$ cat config.mk
export PLATFORM = sky130hd
export DESIGN_NAME = location_tracker
export DESIGN_NICKNAME = d
export VERILOG_FILES = /design/src/rtl/location_tracker_pkg.sv /design/src/rtl/grid_step_calc.sv /design/src/rtl/location_tracker.sv
export SDC_FILE = /design/constraint.sdc
export NUM_CORES = 1
export LEC_CHECK = 0
export BUFFER_PORTS_ARGS = -buffer_cell sky130_fd_sc_hd__buf_2
export CAP_MARGIN = 20
export CORE_MARGIN = 4
export CORE_UTILIZATION = 55
export DETAILED_ROUTE_END_ITERATION = 10
export GPL_TIMING_DRIVEN = 0
export PLACE_DENSITY = 0.91
export SLEW_MARGIN = 20
export SYNTH_ARGS = -nofsm -noshare
export SYNTH_HDL_FRONTEND = slang
export SYNTH_SLANG_ARGS = --single-unit
$ cat constraint.sdc
create_clock -name clk -period 4.5 [get_ports clk]
set_clock_uncertainty 0.1 [all_clocks]
set_input_delay 0.225 -clock clk [delete_from_list [all_inputs] [get_ports clk]]
set_output_delay 0.225 -clock clk [all_outputs]
set_load 0.01 [all_outputs]
$ cat src/rtl/location_tracker_pkg.sv
// Shared encodings for the Dyna-Q location tracker: actions, tracker states
// and the per-move status flags.
package location_tracker_pkg;

    localparam logic [1:0] ACT_UP    = 2'd0;
    localparam logic [1:0] ACT_DOWN  = 2'd1;
    localparam logic [1:0] ACT_LEFT  = 2'd2;
    localparam logic [1:0] ACT_RIGHT = 2'd3;

    typedef enum logic [1:0] {
        ST_IDLE = 2'd0,
        ST_RUN  = 2'd1,
        ST_DONE = 2'd2
    } tracker_state_t;

    typedef struct packed {
        logic moved;
        logic bumped;
        logic at_goal;
        logic ended;
    } move_flags_t;

endpackage

$ cat src/rtl/grid_step_calc.sv
// Combinational next-cell computation for a 4-way grid move; a move that
// would leave the grid keeps the cell and raises bumped.
module grid_step_calc
    import location_tracker_pkg::*;
#(
    parameter int ROW_BITS = 3,
    parameter int COL_BITS = 3,
    parameter int GRID_H   = 8,
    parameter int GRID_W   = 8
) (
    input  logic [ROW_BITS+COL_BITS-1:0] location,
    input  logic [1:0]                   action,
    output logic [ROW_BITS+COL_BITS-1:0] next_location,
    output logic                         bumped
);

    // One extra bit so GRID_H-1 == 2**ROW_BITS-1 still compares cleanly.
    localparam logic [ROW_BITS:0] ROW_LAST = (ROW_BITS+1)'(GRID_H - 1);
    localparam logic [COL_BITS:0] COL_LAST = (COL_BITS+1)'(GRID_W - 1);

    logic [ROW_BITS-1:0] row, row_n;
    logic [COL_BITS-1:0] col, col_n;

    assign {row, col} = location;

    always_comb begin
        row_n  = row;
        col_n  = col;
        bumped = 1'b0;
        case (action)
            ACT_UP:    if (row != '0)                 row_n = row - 1'b1; else bumped = 1'b1;
            ACT_DOWN:  if ({1'b0, row} < ROW_LAST)    row_n = row + 1'b1; else bumped = 1'b1;
            ACT_LEFT:  if (col != '0)                 col_n = col - 1'b1; else bumped = 1'b1;
            default:   if ({1'b0, col} < COL_LAST)    col_n = col + 1'b1; else bumped = 1'b1;
        endcase
    end

    assign next_location = {row_n, col_n};

endmodule

$ cat src/rtl/location_tracker.sv
// Episode-aware agent position tracker: loads a start cell, applies actions
// with edge clamping, counts steps and ends the episode on goal or step limit.
module location_tracker
    import location_tracker_pkg::*;
#(
    parameter int ROW_BITS    = 3,
    parameter int COL_BITS    = 3,
    parameter int DATA_LENGTH = ROW_BITS + COL_BITS,
    parameter int GRID_H      = 8,
    parameter int GRID_W      = 8,
    parameter int STEP_BITS   = 8,
    parameter int MAX_STEPS   = 200
) (
    input  logic                   clk,
    input  logic                   reset,
    input  logic                   start_valid,
    input  logic [DATA_LENGTH-1:0] start_location,
    input  logic [DATA_LENGTH-1:0] goal_location,
    input  logic                   action_valid,
    input  logic [1:0]             action,
    output logic                   action_ready,
    output logic [DATA_LENGTH-1:0] current_location,
    output logic [DATA_LENGTH-1:0] prev_location,
    output logic [1:0]             last_action,
    output logic [STEP_BITS-1:0]   step_count,
    output logic                   move_done,
    output logic                   bumped,
    output logic                   at_goal,
    output logic                   episode_done,
    output logic                   start_err
);

    localparam logic [ROW_BITS:0]    ROW_CNT    = (ROW_BITS+1)'(GRID_H);
    localparam logic [COL_BITS:0]    COL_CNT    = (COL_BITS+1)'(GRID_W);
    localparam logic [STEP_BITS-1:0] STEP_LIMIT = STEP_BITS'(MAX_STEPS);

    tracker_state_t         state, state_n;
    logic                   start_ok, accept;
    logic [DATA_LENGTH-1:0] next_cell;
    logic                   step_bumped;
    logic [STEP_BITS-1:0]   step_inc;
    move_flags_t            flags_n, flags;

    grid_step_calc #(
        .ROW_BITS (ROW_BITS),
        .COL_BITS (COL_BITS),
        .GRID_H   (GRID_H),
        .GRID_W   (GRID_W)
    ) u_step (
        .location      (current_location),
        .action        (action),
        .next_location (next_cell),
        .bumped        (step_bumped)
    );

    assign start_ok = ({1'b0, start_location[DATA_LENGTH-1:COL_BITS]} < ROW_CNT) &&
                      ({1'b0, start_location[COL_BITS-1:0]} < COL_CNT);
    assign action_ready = (state == ST_RUN);
    assign accept       = action_valid && action_ready && !start_valid;
    assign step_inc     = step_count + 1'b1;

    always_comb begin
        flags_n.moved   = accept;
        flags_n.bumped  = accept && step_bumped;
        flags_n.at_goal = accept && (next_cell == goal_location);
        flags_n.ended   = accept && ((next_cell == goal_location) || (step_inc == STEP_LIMIT));
    end

    always_ff @(posedge clk or negedge reset) begin
        if (!reset) state <= ST_IDLE;
        else        state <= state_n;
    end

    // A start request wins over everything, valid or not; a rejected start leaves the state alone.
    always_comb begin
        state_n = state;
        if (start_valid) begin
            if (start_ok) state_n = ST_RUN;
        end else if (flags_n.ended) begin
            state_n = ST_DONE;
        end
    end

    always_ff @(posedge clk or negedge reset) begin
        if (!reset) begin
            current_location <= '0;
            prev_location    <= '0;
            last_action      <= '0;
            step_count       <= '0;
            flags            <= '0;
            start_err        <= 1'b0;
        end else begin
            flags     <= flags_n;
            start_err <= start_valid && !start_ok;
            if (start_valid) begin
                if (start_ok) begin
                    current_location <= start_location;
                    prev_location    <= start_location;
                    step_count       <= '0;
                end
            end else if (accept) begin
                prev_location    <= current_location;
                current_location <= next_cell;
                last_action      <= action;
                step_count       <= step_inc;
            end
        end
    end

    assign move_done    = flags.moved;
    assign bumped       = flags.bumped;
    assign at_goal      = flags.at_goal;
    assign episode_done = flags.ended;

endmodule
==> impl_metrics.py <==
metrics = {
    "die": {
        "chipWidth_um": 67.2,
        "die_height_um": 67.2,
        "core-area_um2": 3360,
        "num_rows": 21,
        "io-pin-count": 46,
        "floorplan.initialDensity_pct": 57.2,
        "die_area_um2": 4510,
    },
    "yosys": {
        "synthMostInstantiatedCell": "sky130_fd_sc_hd__dfrtp_1",
        "yosysWarnings": 0,
        "synth_sequential_area_ratio_pct": 36.4,
        "synth_nets": 243,
        "synth_cells": 217,
        "ys_ff_latch": 28,
        "synth.top_cell.area_share_pct": 36.4,
        "syn_area_per_cell_um2": 8.87,
        "ys_dominant_reg_cell": "sky130_fd_sc_hd__dfrtp_1",
        "largest_cells_by_area_after_synthesis": "sky130_fd_sc_hd__dfrtp_1 (36%), sky130_fd_sc_hd__ha_1 (5.2%), sky130_fd_sc_hd__o21ai_0 (4.4%)",
        "synth_async_sr_flop_share_pct": 100,
        "netlist-cell-type-count": 57,
        "netlist_area_um2": 1920,
        "synth_commonest_cells": "sky130_fd_sc_hd__dfrtp_1 (28), sky130_fd_sc_hd__o21ai_0 (17), sky130_fd_sc_hd__a21oi_1 (16), sky130_fd_sc_hd__nand2_1 (16), sky130_fd_sc_hd__nor2_1 (15)",
        "yosysTopAreaCell": "sky130_fd_sc_hd__dfrtp_1",
        "synth_enable_flop_cells": 0,
    },
    "route": {
        "drt_pre_antenna_iters": 5,
        "drtIter0Drc": 173,
        "remaining_drc_errors": 0,
        "drt.antenna.violating_nets": 0,
        "wl_mm": 4.91,
        "num_vias": 1868,
        "avgViaCountPerCell": 5.99,
        "routed_wire_length_per_instance_um": 15.7,
    },
    "timing": {
        "finalCritPeriodShare_pct": 57.4,
        "timing.fmax_mhz": 387,
        "final-max-slew-violation-count": 0,
        "min_period_ns": 2.58,
        "rsz0062_at_grt": "no",
        "timing.setup.tns_ns": 0,
        "setup-violations-final": 0,
        "finalHoldWorstSlack_ns": 0.0109,
        "max_slew.worst_pin.slew_ns": 0.584,
        "max_slew_margin_pct": 60.1,
        "final-hold-violation-count": 0,
    },
    "clock_network": {
        "clock-sinks": 28,
        "clock_latency_ns": 0.33,
        "h-tree-depth": 1,
        "clkSlewWorstSetupHoldPaths_ns": 0.15,
        "tritoncts": "yes",
        "cts_max_path_buffers": 2,
        "ctsRootBufferMaster": "sky130_fd_sc_hd__clkbuf_4",
        "cts_inserted_buffers": 3,
    },
    "setup_path": {
        "worstReg2RegStart": "current_location[3]",
        "worst-path-max-fanout": 9,
        "rrSetupSlack_ns": 1.92,
        "startpoint_type": "flop",
        "critPathArrivalTime_ns": 2.73,
        "worst_r2r_endpoint": "episode_done",
        "path_class": "flop to flop",
        "critical_path_required_ns": 4.64,
        "cp-end-kind": "flop",
        "r2r_cells": 8,
    },
    "finish": {
        "areaGrowthSynthToFinish_pct": 17.9,
        "final_design_area_no_fill_um2": 2270,
        "n_fill_cell": 300,
        "layout-drive-gt1-share_pct": 25.6,
        "finish.net_count": 293,
        "insertedDiodeCount": 0,
    },
    "hold_path": {
        "hold_path_startpoint": "start_location[3]",
        "whs_path_depth": 3,
        "min_to": "current_location[3]",
        "timing.hold.worst.class": "input pin to flop",
    },
    "placed_design": {
        "dp_hpwl_mm": 3.61,
        "placer_congestion": 0.959,
        "dpl_cell_area_um2": 2200,
        "buffer_ports.inserted": 43,
    },
    "power_and_ir_drop": {
        "peakVddDrop_uv": 185,
        "power.density_nw_per_um2": 290,
        "power.total_uw": 658,
        "leakage_power_nw": 1.06,
    },
    "grt": {
        "grt_usage_pct": 22.7,
        "grt_pass1_wl_mm": 7.96,
        "grt_start_max_net_pins": 29,
        "initial_antenna_violation_count": 0,
        "first_global_vias": 1718,
        "grt-ovfl-total": 0,
    },
    "job": {
        "maxCapViolCount": 0,
    },
    "outcome": {
        "run_status": "complete, no violations",
    },
}
[logic make-up after synthesis]
group                    synth area share, %
buffers and inverters                   5.98
AO/OA/AOI/OAI                           23.0
XOR/XNOR                                3.64
multiplexers                            2.21
flip-flops                              36.4
AND/OR/NAND/NOR                         23.3
other                                  0.195
adder cells (fa/ha/maj)                 5.20
[metrics by stage]
step	util [%]	setup WS, ns	instances
after floorplan	-	2.27	217
after global placement	65.3	1.99	306
after detailed placement	65.3	1.99	306
after CTS	67.5	1.94	312
after global routing	67.5	1.69	312
final	67.5	1.92	312
[timing repair]
| item | in CTS | in global routing |
|---|---|---|
| resized for setup | 0 | 0 |
| hold buffers | 2 | 0 |
| hold endpoints to repair | 29 | 0 |
| setup buffers | 0 | 0 |
[metal layers]
| layer | wire (um) | GRT usage, % | vias up |
|---|---|---|---|
| met5 | 0 | 0 | - |
| met2 | 2380 | 35.5 | 76 |
| li1 | - | - | 893 |
| met4 | 102 | 9.37 | 0 |
| met1 | 2140 | 31.9 | 888 |
| met3 | 289 | 2.83 | 11 |
[report_power, final]
part	total, mW	leakage (nW)	internal (mW)	switching, mW
Combinational	0.201	0.677	0.0812	0.120
Clock	0.167	0.0279	0.0902	0.0766
Sequential	0.290	0.357	0.271	0.0194
Total	0.658	1.06	0.442	0.216
[flip-flops by register name (all words and copies together) (netlist names)]
| register | count |
|---|---|
| episode_done | 1 |
| prev_location | 6 |
| bumped | 1 |
| state | 2 |
| at_goal | 1 |
| current_location | 6 |
| step_count | 8 |
| last_action | 2 |
| move_done | 1 |
[worst max-delay path, cell delays in order, from the launching register on]
cell	delay, ns
sky130_fd_sc_hd__dfrtp_1	0.43
sky130_fd_sc_hd__buf_2	0.21
sky130_fd_sc_hd__inv_1	0.12
sky130_fd_sc_hd__ha_1	0.25
sky130_fd_sc_hd__nor3b_1	0.14
sky130_fd_sc_hd__a2111oi_0	0.56
sky130_fd_sc_hd__or4_1	0.24
sky130_fd_sc_hd__nand2_1	0.08
sky130_fd_sc_hd__o41ai_2	0.36
[cells in the final DEF (no fill, tap or decap), drive strengths merged, types with 2 or more instances in the layout]
| cell | Yosys | routed |
|---|---|---|
| nand3b | 3 | 3 |
| o31ai | 2 | 2 |
| a21o | 2 | 2 |
| nand2b | 3 | 3 |
| nor3 | 4 | 4 |
| nor2b | 3 | 3 |
| nor2 | 15 | 15 |
| and3 | 4 | 4 |
| a31oi | 3 | 3 |
| a21oi | 16 | 16 |
| o22ai | 4 | 4 |
| mux2 | 2 | 2 |
| clkbuf | 5 | 8 |
| ha | 8 | 8 |
| inv | 9 | 9 |
| o211ai | 3 | 3 |
| or3 | 4 | 4 |
| a2111oi | 3 | 3 |
| nand4 | 7 | 7 |
| buf | 9 | 52 |
| xor2 | 7 | 7 |
| nor4 | 2 | 2 |
| and2 | 2 | 2 |
| nand2 | 16 | 16 |
| dlygate4sd3 | 0 | 2 |
| nor3b | 4 | 4 |
| or2 | 2 | 2 |
| o21ai | 18 | 18 |
| a32oi | 2 | 2 |
| mux2i | 2 | 2 |
| nand3 | 6 | 6 |
| dfrtp | 28 | 28 |
[area by class of cell]
cell class,count,area [um2],area share (%)
Tap cell,46,57.6,2.54
Timing Repair Buffer,45,235,10.4
Sequential cell,28,701,30.9
Clock inverter,1,30.0,1.32
Inverter,10,37.5,1.65
Buffer,14,77.6,3.42
Clock buffer,3,22.5,0.992
Multi-Input combinational cell,165,1110,48.8
[how the worst max path moves through the flow]
stage	from	endpoint	slack, ns	cells after the start
6_report	current_location[3]	episode_done	1.92	8
5_1_grt	current_location[3]	episode_done	1.69	8
4_1_cts	current_location[3]	episode_done	1.94	8
3_5_place_dp	current_location[3]	episode_done	1.99	8
3_3_place_gp	current_location[3]	episode_done	1.99	8
2_1_floorplan	current_location[3]	episode_done	2.27	8
Power figures use the tool's default switching activity.
